`config.mk`:
```
export PLATFORM = sky130hd
export DESIGN_NAME = serial_subtractor
export DESIGN_NICKNAME = d
export VERILOG_FILES = /design/src/rtl/serial_sub_pkg.sv /design/src/rtl/full_subtractor_slice.sv /design/src/rtl/serial_subtractor.sv
export SDC_FILE = /design/constraint.sdc
export NUM_CORES = 1
export LEC_CHECK = 0
export BUFFER_PORTS_ARGS = -buffer_cell sky130_fd_sc_hd__buf_2
export CORE_ASPECT_RATIO = 2
export CORE_MARGIN = 2
export CORE_UTILIZATION = 35
export DETAILED_ROUTE_END_ITERATION = 7
export GPL_TIMING_DRIVEN = 0
export PLACE_DENSITY = 0.67
export SYNTH_ARGS = -nofsm -noshare
export SYNTH_HDL_FRONTEND = slang
export SYNTH_SLANG_ARGS = --single-unit
```
`constraint.sdc`:
```
create_clock -name Clk -period 5 [get_ports Clk]
set_input_delay 0 -clock Clk [delete_from_list [all_inputs] [get_ports Clk]]
set_output_delay 0 -clock Clk [all_outputs]
set_load 0.1 [all_outputs]
```
`src/rtl/serial_sub_pkg.sv`:
```
// Shared FSM encoding and sizing helper for the serial subtractor.
package serial_sub_pkg;

    typedef enum logic [1:0] {
        IDLE = 2'd0,
        RUN  = 2'd1,
        DONE = 2'd2
    } state_e;

    // Bits needed to count n slices; never narrower than one bit.
    function automatic int unsigned cnt_width(input int unsigned n);
        return (n <= 1) ? 1 : $clog2(n);
    endfunction

endpackage

```
`src/rtl/full_subtractor_slice.sv`:
```
// STEP-bit ripple-borrow subtractor slice: d = x - y - bin, bout = final borrow.
module full_subtractor_slice #(
    parameter int unsigned STEP = 1
) (
    input  logic [STEP-1:0] x,
    input  logic [STEP-1:0] y,
    input  logic            bin,
    output logic [STEP-1:0] d,
    output logic            bout
);

    always_comb begin
        logic b;
        b = bin;
        d = '0;
        for (int i = 0; i < int'(STEP); i++) begin
            d[i] = x[i] ^ y[i] ^ b;
            b    = (~x[i] & y[i]) | (~(x[i] ^ y[i]) & b);
        end
        bout = b;
    end

endmodule

```
`src/rtl/serial_subtractor.sv`:
```
// Multi-cycle subtractor processing STEP bits per cycle, LSB slice first.
// Define SERIAL_SUB_OVERFLOW_EN to add the signed Overflow output.
module serial_subtractor
    import serial_sub_pkg::*;
#(
    parameter int unsigned WIDTH = 16,
    parameter int unsigned STEP  = 1
) (
    input  logic             Clk,
    input  logic             ResetN,
    input  logic             Start,
    input  logic [WIDTH-1:0] Xin,
    input  logic [WIDTH-1:0] Yin,
    input  logic             BorrowIn,
    output logic [WIDTH-1:0] Diff,
    output logic             BorrowOut,
`ifdef SERIAL_SUB_OVERFLOW_EN
    output logic             Overflow,
`endif
    output logic             Busy,
    output logic             Done
);

    localparam int unsigned NSLICE = WIDTH / STEP;
    localparam int unsigned CNT_W  = cnt_width(NSLICE);

    state_e           state_q, state_d;
    logic [CNT_W-1:0] cnt_q, cnt_d;
    logic [WIDTH-1:0] x_q, x_d;
    logic [WIDTH-1:0] y_q, y_d;
    logic [WIDTH-1:0] diff_q, diff_d;
    logic             borrow_q, borrow_d;
    logic             bout_q, bout_d;
    logic             busy_q, busy_d;
    logic             done_q, done_d;
`ifdef SERIAL_SUB_OVERFLOW_EN
    logic             ovf_q, ovf_d;
`endif

    logic [STEP-1:0]  sl_x, sl_y, sl_d;
    logic             sl_bout;
    logic             last_slice;

    assign sl_x       = x_q[int'(cnt_q) * STEP +: STEP];
    assign sl_y       = y_q[int'(cnt_q) * STEP +: STEP];
    assign last_slice = (cnt_q == CNT_W'(NSLICE - 1));

    full_subtractor_slice #(
        .STEP (STEP)
    ) u_slice (
        .x    (sl_x),
        .y    (sl_y),
        .bin  (borrow_q),
        .d    (sl_d),
        .bout (sl_bout)
    );

    // Next-state and next-register values.
    always_comb begin
        state_d  = state_q;
        cnt_d    = cnt_q;
        x_d      = x_q;
        y_d      = y_q;
        diff_d   = diff_q;
        borrow_d = borrow_q;
        bout_d   = bout_q;
        busy_d   = busy_q;
        done_d   = 1'b0;
`ifdef SERIAL_SUB_OVERFLOW_EN
        ovf_d    = ovf_q;
`endif
        case (state_q)
            IDLE, DONE: begin
                if (Start) begin
                    state_d  = RUN;
                    x_d      = Xin;
                    y_d      = Yin;
                    borrow_d = BorrowIn;
                    cnt_d    = '0;
                    busy_d   = 1'b1;
                end
            end
            RUN: begin
                diff_d[int'(cnt_q) * STEP +: STEP] = sl_d;
                borrow_d = sl_bout;
                cnt_d    = cnt_q + CNT_W'(1);
                if (last_slice) begin
                    state_d = DONE;
                    cnt_d   = '0;
                    bout_d  = sl_bout;
                    busy_d  = 1'b0;
                    done_d  = 1'b1;
`ifdef SERIAL_SUB_OVERFLOW_EN
                    ovf_d   = (x_q[WIDTH-1] != y_q[WIDTH-1]) &&
                              (sl_d[STEP-1] != x_q[WIDTH-1]);
`endif
                end
            end
            default: begin
                state_d = IDLE;
                busy_d  = 1'b0;
            end
        endcase
    end

    always_ff @(posedge Clk) begin
        if (!ResetN) begin
            state_q  <= IDLE;
            cnt_q    <= '0;
            x_q      <= '0;
            y_q      <= '0;
            diff_q   <= '0;
            borrow_q <= 1'b0;
            bout_q   <= 1'b0;
            busy_q   <= 1'b0;
            done_q   <= 1'b0;
`ifdef SERIAL_SUB_OVERFLOW_EN
            ovf_q    <= 1'b0;
`endif
        end else begin
            state_q  <= state_d;
            cnt_q    <= cnt_d;
            x_q      <= x_d;
            y_q      <= y_d;
            diff_q   <= diff_d;
            borrow_q <= borrow_d;
            bout_q   <= bout_d;
            busy_q   <= busy_d;
            done_q   <= done_d;
`ifdef SERIAL_SUB_OVERFLOW_EN
            ovf_q    <= ovf_d;
`endif
        end
    end

    assign Diff      = diff_q;
    assign BorrowOut = bout_q;
    assign Busy      = busy_q;
    assign Done      = done_q;
`ifdef SERIAL_SUB_OVERFLOW_EN
    assign Overflow  = ovf_q;
`endif

endmodule

```
==> metrics.md, run 1 <==
| Metric | Value |
|---|---|
| Status | `finished clean` |
| Die area | `8760 um^2` |
| Die extent in y | `130 um` |
| DRC viols | `0` |
| Cell Count Post-Placement | `460` |
| Total congestion overflow | `0` |
| Crit path arrival time | `3220 ps` |
| Final HPWL DP | `4610 um` |
| Routed Antenna Nets | `0` |
| Reg power frac | `0.416` |
| Commonest non-fill, non-tap cell in the layout | `nand2_1` |
| Int Pwr | `895 uW` |
| Core Util, Final | `0.483` |
| #FFs+latches synth | `58` |
| Worst slew margin | `0.563` |
| F_max | `0.337 GHz` |
| Worst-Margin Slew | `around 650 ps` |
| Met1 usage | `0.207` |
| Final Setup Violations | `0` |
| First-pass GRT wire length | `11100 um` |
| Max-cap violations | `0` |
| CTS HTree Levels | `3` |
| Drt initial violations | `111` |
| Cells after Synth | `311` |
| Routed vias | `between 2000 and 2500` |
| Site Rows | `46` |
| CP endpoint kind | `flip-flop` |
| # diodes | `0` |
| Worst-path clk slew | `50 ps` |
| Sw Ratio | `0.245` |
| RSZ-0062 raised after global routing | `false` |
| Setup_tns | `0 ps` |
| CP delay by family, top | `simple AND/OR/NAND/NOR gates` |
| Sw Pwr | `291 uW` |
| Required @ worst endpoint | `between 5000 and 6000 ps` |
| GPL Wtd Cong | `approximately 0.89` |
| Final worst path period share | `0.593` |
| Die X | `67.2 um` |
| Gate power share | `0.127` |
| Setup bufs post-CTS | `0` |
| DRT Pass-1 Iters | `4` |
| GRT Max-Usage Layer | `met2` |
| Post-cts sizing count | `0` |
| VDD IR-drop max | `0.000236 V` |
| Netlist area before placement | `between 2000 and 3000 um^2` |
| Slew Viols, Final | `0` |
| Routing usage on met3 | `0.0351` |
| Clock power share | `0.457` |
| Clock sinks | `58` |
| Post-Route Skew | `4.86 ps` |
| Layout cells sized above 1 | `0.206` |
| CORE AREA | `7830 um^2` |
| Num CTS Buffers | `9` |
| Sequential fraction of the synthesis area | `0.415` |
| Mapped Avg Cell Area | `8.99 um^2` |
| CTS tree | `built` |
| WS Path Type | `flip-flop to flip-flop` |
| Antenna violations before repair | `0` |
| Most frequent cells in the layout | `nand2_1, buf_2, dfxtp_1` |
| Hold Crit Class | `input port to flip-flop` |
| Hold_buf cts | `33` |
| Largest net degree at the start of global routing | `11` |
| I/O Pins | `55` |
| WL/cell | `~13 um` |
| Cell Count, Final, Fillers Out | `about 510` |
| Skew-Pair Late Insertion Delay | `320 ps` |
| Synthesized Nets | `about 350` |
| Most used cell, CP | `nand2_1` |
| Distinct cells, synth | `34` |
| Area growth syn-to-layout | `35.3%` |
| Tmin final | `approximately 3000 ps` |
| Final Hold Fails | `0` |
| CP max-delay cell | `fa_1` |
| Synth warn | `0` |
| Crit-path max cell delay | `550 ps` |
| GRT Total Usage | `0.166` |
| CP bufs+invs | `1` |
| Number of global-route vias before repair | `2408` |
| Initial core utilization | `0.357` |
| Root Driver | `clkbuf_16` |
| Power per cell area | `313 nW/um^2` |
| Hold Slack | `42.9 ps` |
| Crit-path cells | `buf_6, mux4_2, a22oi_1, nand2_1, fa_1, nand2_1, nor3_1, mux2i_1, nor2b_1` |
| Total length of routed wires | `approximately 6600 um` |
| Max clock buf depth | `2` |
| GRT met2 Usage | `0.274` |
| Nets@finish | `451` |
| Critical path peak fanout | `10` |
| Static leakage | `0.00161 uW` |
| Mean number of vias per cell | `4.77` |
| Port bufs | `53` |
| Critical Path Source Type | `flip-flop` |
synth_stat cells:
library cell	count	area, um^2
nor3_2	1	10.0
ha_1	6	75.1
o21a_1	2	15.0
nand2b_1	2	12.5
buf_2	7	35.0
o2111ai_1	4	35.0
dfxtp_1	58	1160
nor4b_4	1	23.8
nor3b_2	1	12.5
nor2_1	9	33.8
mux4_2	4	90.1
buf_4	1	7.51
and3b_1	1	8.76
inv_1	4	15.0
a221oi_1	6	52.6
a21oi_1	2	10.0
o211ai_1	3	22.5
nand2_1	73	274
nor3_1	2	10.0
fa_1	1	20.0
nand3b_1	1	7.51
nand4_1	5	31.3
nand3_1	8	40.0
o211a_1	1	10.0
a22oi_1	2	15.0
buf_6	1	11.3
o21ai_0	4	20.0
nor3b_1	1	7.51
nor2b_1	22	138
and2_1	5	31.3
mux2i_1	24	240
xnor2_1	1	8.76
clkbuf_1	13	48.8
a21boi_0	35	263
flip-flops by register name, indices dropped and copies added (netlist names), 2 cells and up:
signal   cells
x_q         16
cnt_q        4
y_q         16
state_q      2
Diff        16
through the flow:
step / area, um^2 / power (uW) / setup slack [ps]
2_1_floorplan: 2800 / 593 / 2470
3_3_place_gp: 3180 / 632 / 2060
3_5_place_dp: 3180 / 634 / 2010
4_1_cts: 3780 / 1200 / 1990
5_1_grt: 3780 / 1240 / 1820
6_report: 3780 / 1190 / 2030
worst paths after layout:
| path | from | to | slack (ps) | cells past startpoint |
|---|---|---|---|---|
| worst max-delay path | cnt_q[0]$_SDFFE_PN0P_ | Diff[10]$_SDFFE_PN0P_ | 2030 | 9 |
| worst min register to register | y_q[2]$_SDFFE_PN0P_ | y_q[2]$_SDFFE_PN0P_ | 460 | 2 |
| worst max register to register | cnt_q[0]$_SDFFE_PN0P_ | Diff[10]$_SDFFE_PN0P_ | 2030 | 9 |
| worst min-delay path | Start | state_q[1]$_SDFFE_PN0P_ | 40 | 4 |
tightest hold or removal path, cell delays in order:
cell	delay, ps
buf_2	90
nor2_1	40
a21oi_1	130
nor2b_1	50
area by class of cell:
type | instances | area (um^2)
Buffer | 22 | 103
Clock buffer | 10 | 239
Clock inverter | 6 | 32.5
Fill cell | 780 | 4040
Inverter | 4 | 15.0
Multi-Input combinational cell | 227 | 1520
Sequential cell | 58 | 1160
Tap cell | 96 | 120
Timing Repair Buffer | 86 | 596
cell families (layout without fill, tap and decap cells):
group | count (synthesis) | in the layout | share of synthesized area
buffers and inverters | 26 | 128 | 0.0421
adder cells (fa/ha/maj) | 7 | 7 | 0.0340
AND/OR/NAND/NOR | 132 | 132 | 0.229
AO/OA/AOI/OAI | 59 | 59 | 0.158
multiplexers | 28 | 28 | 0.118
XOR/XNOR | 1 | 1 | 0.00313
flip-flops | 58 | 58 | 0.415
power groups by stage:
stage	Clock, uW	Sequential [uW]	Combinational, uW
after global placement	0	502	130
after global routing	574	496	169
final	542	493	150
after floorplan	0	508	84.8
after CTS	556	493	152
after detailed placement	0	503	131
per-layer routing:
| layer | vias to the layer above | routed length, um |
|---|---|---|
| li1 | 1271 | - |
| met1 | 1092 | 2980 |
| met2 | 54 | 3230 |
| met3 | 10 | 275 |
| met4 | 0 | 110 |
| met5 | - | 0 |
No activity file was read; power rests on OpenSTA's default activity.
==> run 2: changes to the inputs <==
--- a/config.mk
+++ b/config.mk
@@ -5,13 +5,14 @@
 export SDC_FILE = /design/constraint.sdc
 export NUM_CORES = 1
 export LEC_CHECK = 0
+export ABC_AREA = 1
 export BUFFER_PORTS_ARGS = -buffer_cell sky130_fd_sc_hd__buf_2
 export CORE_ASPECT_RATIO = 2
 export CORE_MARGIN = 2
 export CORE_UTILIZATION = 35
 export DETAILED_ROUTE_END_ITERATION = 7
 export GPL_TIMING_DRIVEN = 0
-export PLACE_DENSITY = 0.67
+export PLACE_DENSITY = 0.69
 export SYNTH_ARGS = -nofsm -noshare
 export SYNTH_HDL_FRONTEND = slang
 export SYNTH_SLANG_ARGS = --single-unit
==> constraint.sdc (replaced) <==
create_clock -name Clk -period 2.6 [get_ports Clk]
set_input_delay 0 -clock Clk [delete_from_list [all_inputs] [get_ports Clk]]
set_output_delay 0 -clock Clk [all_outputs]
set_load 0.1 [all_outputs]
==> run 2 against run 1 <==
  * Clock skew up 1.1 ps
  * Power up 110%
  * Sequential share of layout area about the same
  * First-iteration DRC count up 66%
  * Wire length up 15%
  * Die area down 1.9%
  * Combinational power rose to 2.6 times the previous value
  * Synthesized cell count up 24%
  * Highest routed layer unchanged
==> metrics.md, run 2 <==
| Metric | Value |
|---|---|
| Status | `finished clean` |
| Simple-Gate Fraction of Synth Area | `0.299` |
| WS Path Type | `flip-flop to flip-flop` |
| WL/cell | `roughly 13 um` |
| Share of the synthesized area in the top cell type | `0.424` |
| Worst hold stages | `3` |
| Power per cell area | `648 nW/um^2` |
| RR Startpoint | `cnt_q[0]$_SDFFE_PN0P_` |
| Nets@finish | `528` |
| Crit-path cells | `inv_1, buf_6, o21ai_0, o22ai_1, nor2_1, nor3_1, nor2_1, fa_2, nand3_1, inv_1, nor4_2, nor3_1` |
| Biggest area consumer among synthesized cells | `dfxtp_1` |
| Crit path arrival time | `2590 ps` |
| Site Rows | `45` |
| VDD IR-drop max | `0.000480 V` |
| Filler Cells Inserted | `750` |
| Asr flop ratio synth | `0` |
| R2R Path End | `Diff[15]$_SDFFE_PN0P_` |
| Number of global-route vias before repair | `between 2000 and 3000` |
| Mean number of vias per cell | `4.92` |
| Sequential fraction of the synthesis area | `0.424` |
| Post-Synth Adder-Cell Area | `0.0347` |
| Die X | `66.6 um` |
| Initial core utilization | `0.361` |
| Tmin final | `2400 ps` |
| Compound-Gate Fraction of Synth Area | `0.162` |
| Setup ws final | `202 ps` |
| Critical path peak fanout | `10` |
| Multi-input combinational cell area | `1390 um^2` |
| I/O Pins | `55` |
| Max-cap violations | `0` |
| Register area | `1170 um^2` |
| Max clock buf depth | `2` |
| GPL Wtd Cong | `a little under 0.9` |
| Routed vias | `2873` |
| Area growth syn-to-layout | `38.9%` |
| #FFs+latches synth | `58` |
| Total congestion overflow | `0` |
| Routed Antenna Nets | `0` |
| CP max-delay cell | `fa_2` |
| # diodes | `0` |
| Die area | `8600 um^2` |
| Post-Place Setup Slack | `-155 ps` |
| Placed standard-cell area | `3120 um^2` |
| Root Driver | `clkbuf_16` |
| Final worst path period share | `0.922` |
| Antenna violations before repair | `0` |
| Synthesized Nets | `428` |
| Core Util, Final | `0.501` |
| Mapped Avg Cell Area | `about 7.1 um^2` |
| Skew-Pair Late Insertion Delay | `around 330 ps` |
| DRT Pass-1 Iters | `4` |
| Drt initial violations | `184` |
| Most frequent cells in the layout | `nor2_1, dfxtp_1, buf_2` |
| GRT Total Usage | `0.189` |
| F_max | `roughly 0.42 GHz` |
| Area contributors post-synth | `dfxtp_1, nor2_1, o21ai_0` |
| Hold EP | `Diff[4]$_SDFFE_PN0P_` |
| Static leakage | `0.00171 uW` |
| XOR/XNOR Fraction of Synth Area | `0.00319` |
| Post-synth EDFFs | `0` |
| Mux cell area share after synthesis | `0` |
| Worst slew margin | `0.592` |
| Hold Crit Start | `ResetN` |
| Commonest non-fill, non-tap cell in the layout | `nor2_1` |
| Largest family of logic cells by synthesized area | `simple AND/OR/NAND/NOR gates` |
| Port bufs | `between 50 and 60` |
| Post-route cell area | `around 3800 um^2` |
| Clock sinks | `58` |
| Layout cells sized above 1 | `0.202` |
| Die extent in y | `129 um` |
| Crit-path max cell delay | `520 ps` |
| Cell Count, Final, Fillers Out | `584` |
| Total length of routed wires | `7600 um` |
| First-pass GRT wire length | `12200 um` |
| Final Setup Violations | `0` |
| CP bufs+invs | `3` |
| Cells after Synth | `385` |
| Netlist area before placement | `2740 um^2` |
| Cell Count Post-Placement | `532` |
| Worst reg2reg path depth | `12` |
| Final HPWL DP | `5550 um` |
| Slew Viols, Final | `0` |
| Post-Route Skew | `5.92 ps` |
| Final Hold Fails | `0` |
| Distinct cells, synth | `34` |
| CTS HTree Levels | `3` |
| Synth Flop Type | `dfxtp_1` |
| CORE AREA | `about 7600 um^2` |
| CP delay by family, top | `simple AND/OR/NAND/NOR gates` |
| Final total power | `2470 uW` |
| Top cells by count, synth | `nor2_1, dfxtp_1, nand2_1, o21ai_0, inv_1` |
| Count leader, synth | `nor2_1` |
| Flop2flop setup slack | `200 ps` |
| Worst-Margin Slew | `611 ps` |
| Synth warn | `0` |
| Num CTS Buffers | `9` |
| CP endpoint kind | `flip-flop` |
| DRC viols | `0` |
| Hold Crit Class | `input port to flip-flop` |
| Worst-path clk slew | `50 ps` |
| Critical Path Source Type | `flip-flop` |
| CTS tree | `built` |
| Largest net degree at the start of global routing | `12` |
| Required @ worst endpoint | `roughly 2800 ps` |
-- run 2: cell count changes in the layout (fill, tap and decap cells not counted), sizes merged, moves of 20 or more --
cell    delta
nor2b     -22
inv       +28
a21oi     +22
mux2i     -24
nor2      +85
nand2     -20
o21ai     +45
a21boi    -35
-- run 2: how the worst max path moves through the flow --
| stage | start | end | slack, ps | cells past startpoint |
|---|---|---|---|---|
| floorplan | cnt_q[0]$_SDFFE_PN0P_ | Diff[15]$_SDFFE_PN0P_ | 330 | 11 |
| CTS | cnt_q[0]$_SDFFE_PN0P_ | Diff[5]$_SDFFE_PN0P_ | 70 | 10 |
| global route | cnt_q[0]$_SDFFE_PN0P_ | Diff[7]$_SDFFE_PN0P_ | -10 | 12 |
| finish | cnt_q[0]$_SDFFE_PN0P_ | Diff[15]$_SDFFE_PN0P_ | 200 | 12 |
| detailed placement | cnt_q[0]$_SDFFE_PN0P_ | Diff[5]$_SDFFE_PN0P_ | -150 | 10 |
| global placement | cnt_q[0]$_SDFFE_PN0P_ | Diff[5]$_SDFFE_PN0P_ | -120 | 10 |
-- run 2: routing by layer --
metal	wire (um)	vias up	global-route usage
li1	-	1463	-
met4	277	0	0.128
met3	240	17	0.0347
met1	2690	1329	0.168
met5	0	-	0
met2	4400	64	0.362
-- run 2: through the flow --
stage	hold WS [ps]	setup TNS [ps]
after global routing	111	-25.0
after global placement	205	-265
after floorplan	101	0
after detailed placement	226	-419
final	61.4	0
after CTS	63.5	0
-- run 2: kinds of logic after synthesis --
kind of cell | after synthesis
adders and majority gates | 7
buffers and inverters | 51
DFF | 58
AOI/OAI and AO/OA | 83
xor gates and xnor gates | 1
and+or+nand+nor | 185
-- run 2: power breakdown --
group	total (uW)	internal (uW)	switching, uW
clock network	1100	718	381
logic	396	156	239
registers	972	941	31.2
total	2470	1820	651
-- run 2: worst min-delay path: stages --
cell and delay (ps):
clkbuf_1 200, nand2_1 120, nor2_1 30
-- run 2: what timing repair did --
item                                    4_1_cts  5_1_grt
setup buffers                                 0        2
gates resized for setup                       4       15
hold endpoints to repair                     34        0
endpoints found under the setup margin        9        9
hold buffers                                 34        0
pin swaps                                     0        2
-- run 2: final cells by class --
class | instances | share of cell area
inverter | 34 | 0.0365
sequential | 58 | 0.307
multi-input combinational | 276 | 0.364
tap | 94 | 0.0309
buffer | 17 | 0.0240
clock inverter | 2 | 0.00263
clock buffer | 14 | 0.0720
timing repair buffer | 89 | 0.163
==> run 3: changes to the inputs <==
--- a/config.mk
+++ b/config.mk
@@ -7,7 +7,6 @@
 export LEC_CHECK = 0
 export ABC_AREA = 1
 export BUFFER_PORTS_ARGS = -buffer_cell sky130_fd_sc_hd__buf_2
-export CORE_ASPECT_RATIO = 2
 export CORE_MARGIN = 2
 export CORE_UTILIZATION = 35
 export DETAILED_ROUTE_END_ITERATION = 7
==> constraint.sdc (replaced) <==
create_clock -name Clk -period 2.6 [get_ports Clk]
set_input_delay 0 -clock Clk [delete_from_list [all_inputs] [get_ports Clk]]
set_output_delay 0 -clock Clk [all_outputs]
set_load 0.01 [all_outputs]
==> run 3 against run 2 <==
  * Combinational power shrank 7.8%
  * Die area decreased by 0.50%
  * First-iteration DRC count shrank 2.2%
  * Clock power is 22% lower
  * Critical path depth is 2 lower
  * Sequential cell count unchanged
  * Utilization shrank 1.4 points
  * Non-clock buffer count fell by 1
  * Cell area is 2.3% lower
  * Highest routed layer unchanged
==> metrics.md, run 3 (same netlist as run 2, synthesis figures left out) <==
| Metric | Value |
|---|---|
| Status | `finished clean` |
| Clock power share | `0.392` |
| Static leakage | `approximately 0.0017 uW` |
| Mean number of vias per cell | `4.85` |
| Die extent in y | `92.5 um` |
| Routed Antenna Nets | `0` |
| Required @ worst endpoint | `2870 ps` |
| WL/cell | `12.5 um` |
| Root Driver | `clkbuf_8` |
| Largest net degree at the start of global routing | `12` |
| Gate power share | `0.166` |
| First-pass GRT wire length | `12500 um` |
| Flop2flop setup slack | `130 ps` |
| Hold Crit Class | `input port to flip-flop` |
| Critical Path Source Type | `flip-flop` |
| Reg power frac | `0.442` |
| Final HPWL DP | `5070 um` |
| Int Pwr | `1580 uW` |
| Post-Place Setup Slack | `-181 ps` |
| F_max | `roughly 0.4 GHz` |
| WS Path Type | `flip-flop to flip-flop` |
| GRT Total Usage | `0.185` |
| Hold Crit Start | `ResetN` |
| # diodes | `0` |
| DRT Pass-1 Iters | `5` |
| Commonest non-fill, non-tap cell in the layout | `nor2_1` |
| Drt initial violations | `180` |
| Worst reg2reg path depth | `10` |
| VDD IR-drop max | `0.000265 V` |
| Hold Slack | `67.4 ps` |
| Critical path peak fanout | `11` |
| Post-route cell area | `3720 um^2` |
| Clock sinks | `slightly below 60` |
| DRC viols | `0` |
| Sw Pwr | `609 uW` |
| CP bufs+invs | `1` |
| Sw Ratio | `0.278` |
| Final worst path period share | `0.951` |
| Final Setup Violations | `0` |
| I/O Pins | `55` |
| Crit-path cells | `clkinvlp_4, o21ai_1, o22ai_1, o211ai_1, nand2_1, fa_2, nand2_1, nor3_1, nor2_1, nor2_1` |
| Site Rows | `32` |
| RR Startpoint | `cnt_q[1]$_SDFFE_PN0P_` |
| Final Hold Fails | `0` |
| Layout cells sized above 1 | `0.200` |
| Worst-Margin Slew | `558 ps` |
| Die area | `8560 um^2` |
| Most frequent cells in the layout | `nor2_1, dfxtp_1, buf_2` |
| GPL Wtd Cong | `0.875` |
| Number of global-route vias before repair | `2757` |
| Worst slew margin | `0.628` |
| Setup ws final | `between 100 and 150 ps` |
| Total length of routed wires | `between 7000 and 8000 um` |
| Crit path arrival time | `between 2000 and 3000 ps` |
| CTS HTree Levels | `3` |
| Initial core utilization | `0.358` |
| RSZ-0062 raised after global routing | `false` |
| Placed standard-cell area | `around 3100 um^2` |
| Area growth syn-to-layout | `35.7%` |
| Worst-path clk slew | `~60 ps` |
| Skew-Pair Late Insertion Delay | `~350 ps` |
| CORE AREA | `7650 um^2` |
| Slew Viols, Final | `0` |
| CP max-delay cell | `fa_2` |
| Total congestion overflow | `0` |
| CTS tree | `built` |
| Crit-path max cell delay | `660 ps` |
| Tmin final | `2470 ps` |
| Die X | `between 90 and 100 um` |
| Max-cap violations | `0` |
| Antenna violations before repair | `0` |
| Post-Route Skew | `roughly 9.3 ps` |
| Worst hold stages | `3` |
| CP endpoint kind | `flip-flop` |
| Num CTS Buffers | `9` |
| Power per cell area | `just under 600 nW/um^2` |
| Max clock buf depth | `2` |
| CP delay by family, top | `simple AND/OR/NAND/NOR gates` |
| Hold EP | `Diff[12]$_SDFFE_PN0P_` |
| R2R Path End | `Diff[4]$_SDFFE_PN0P_` |
| Nets@finish | `527` |
| Routed vias | `2866` |
| Port bufs | `53` |
| Core Util, Final | `0.486` |
-- run 3: cell types whose count changed in the layout (fill, tap and decap cells not counted), sizes merged --
cell	before	now
clkbuf	25	22
clkinvlp	1	3
bufinv	0	1
clkinv	3	2
-- run 3: worst max path at each step --
stage                                      from               endpoint  cells after the start
after floorplan           cnt_q[0]$_SDFFE_PN0P_  Diff[15]$_SDFFE_PN0P_                     11
after detailed placement  cnt_q[0]$_SDFFE_PN0P_   Diff[5]$_SDFFE_PN0P_                     10
final                     cnt_q[1]$_SDFFE_PN0P_   Diff[4]$_SDFFE_PN0P_                     10
after CTS                 cnt_q[0]$_SDFFE_PN0P_   Diff[5]$_SDFFE_PN0P_                     10
after global routing      cnt_q[1]$_SDFFE_PN0P_  Diff[11]$_SDFFE_PN0P_                     10
after global placement    cnt_q[1]$_SDFFE_PN0P_  Diff[15]$_SDFFE_PN0P_                     10
-- run 3: metrics by stage --
step           TNS [ps]  total power (uW)  instances
2_1_floorplan         0              1200        385
6_report              0              2190        591
3_3_place_gp       -709              1290        540
4_1_cts               0              2190        590
3_5_place_dp      -1080              1300        540
5_1_grt               0              2310        591
-- run 3: routing by layer --
layer	vias to the layer above	GRT usage	wire [um]
li1	1466	-	-
met1	1307	0.233	3320
met2	83	0.300	3530
met3	10	0.0472	427
met4	0	0.0784	119
met5	-	0	0
-- run 3: power by group through the flow --
stage                     combinational (uW)  clock (uW)  sequential, uW
after floorplan                          219           0             980
after global placement                   304           0             986
after detailed placement                 312           0             986
after CTS                                355         873             967
after global routing                     415         924             972
final                                    365         858             967
-- run 3: layout make-up --
cell class                 count  area, um^2
sequential                    58        1170
timing repair buffer          88         613
clock buffer                  12         155
buffer                        17        91.3
inverter                      34         139
tap                          102         128
multi-input combinational    276        1380
clock inverter                 4        50.0
fill                         739        3930
-- run 3: worst min-delay path, cell delays in order --
cell and delay, ps:
clkbuf_1 210, nand2_1 130, nor2_1 30
-- run 3: what timing repair did --
| action | 4_1_cts | 5_1_grt |
|---|---|---|
| buffers inserted | 0 | 1 |
| gates resized for setup | 4 | 15 |
| pin swaps | 0 | 2 |
| hold endpoints to repair | 34 | 0 |
| endpoints found under the setup margin | 11 | 11 |
| cloned | 0 | 0 |
| hold buffers | 34 | 0 |
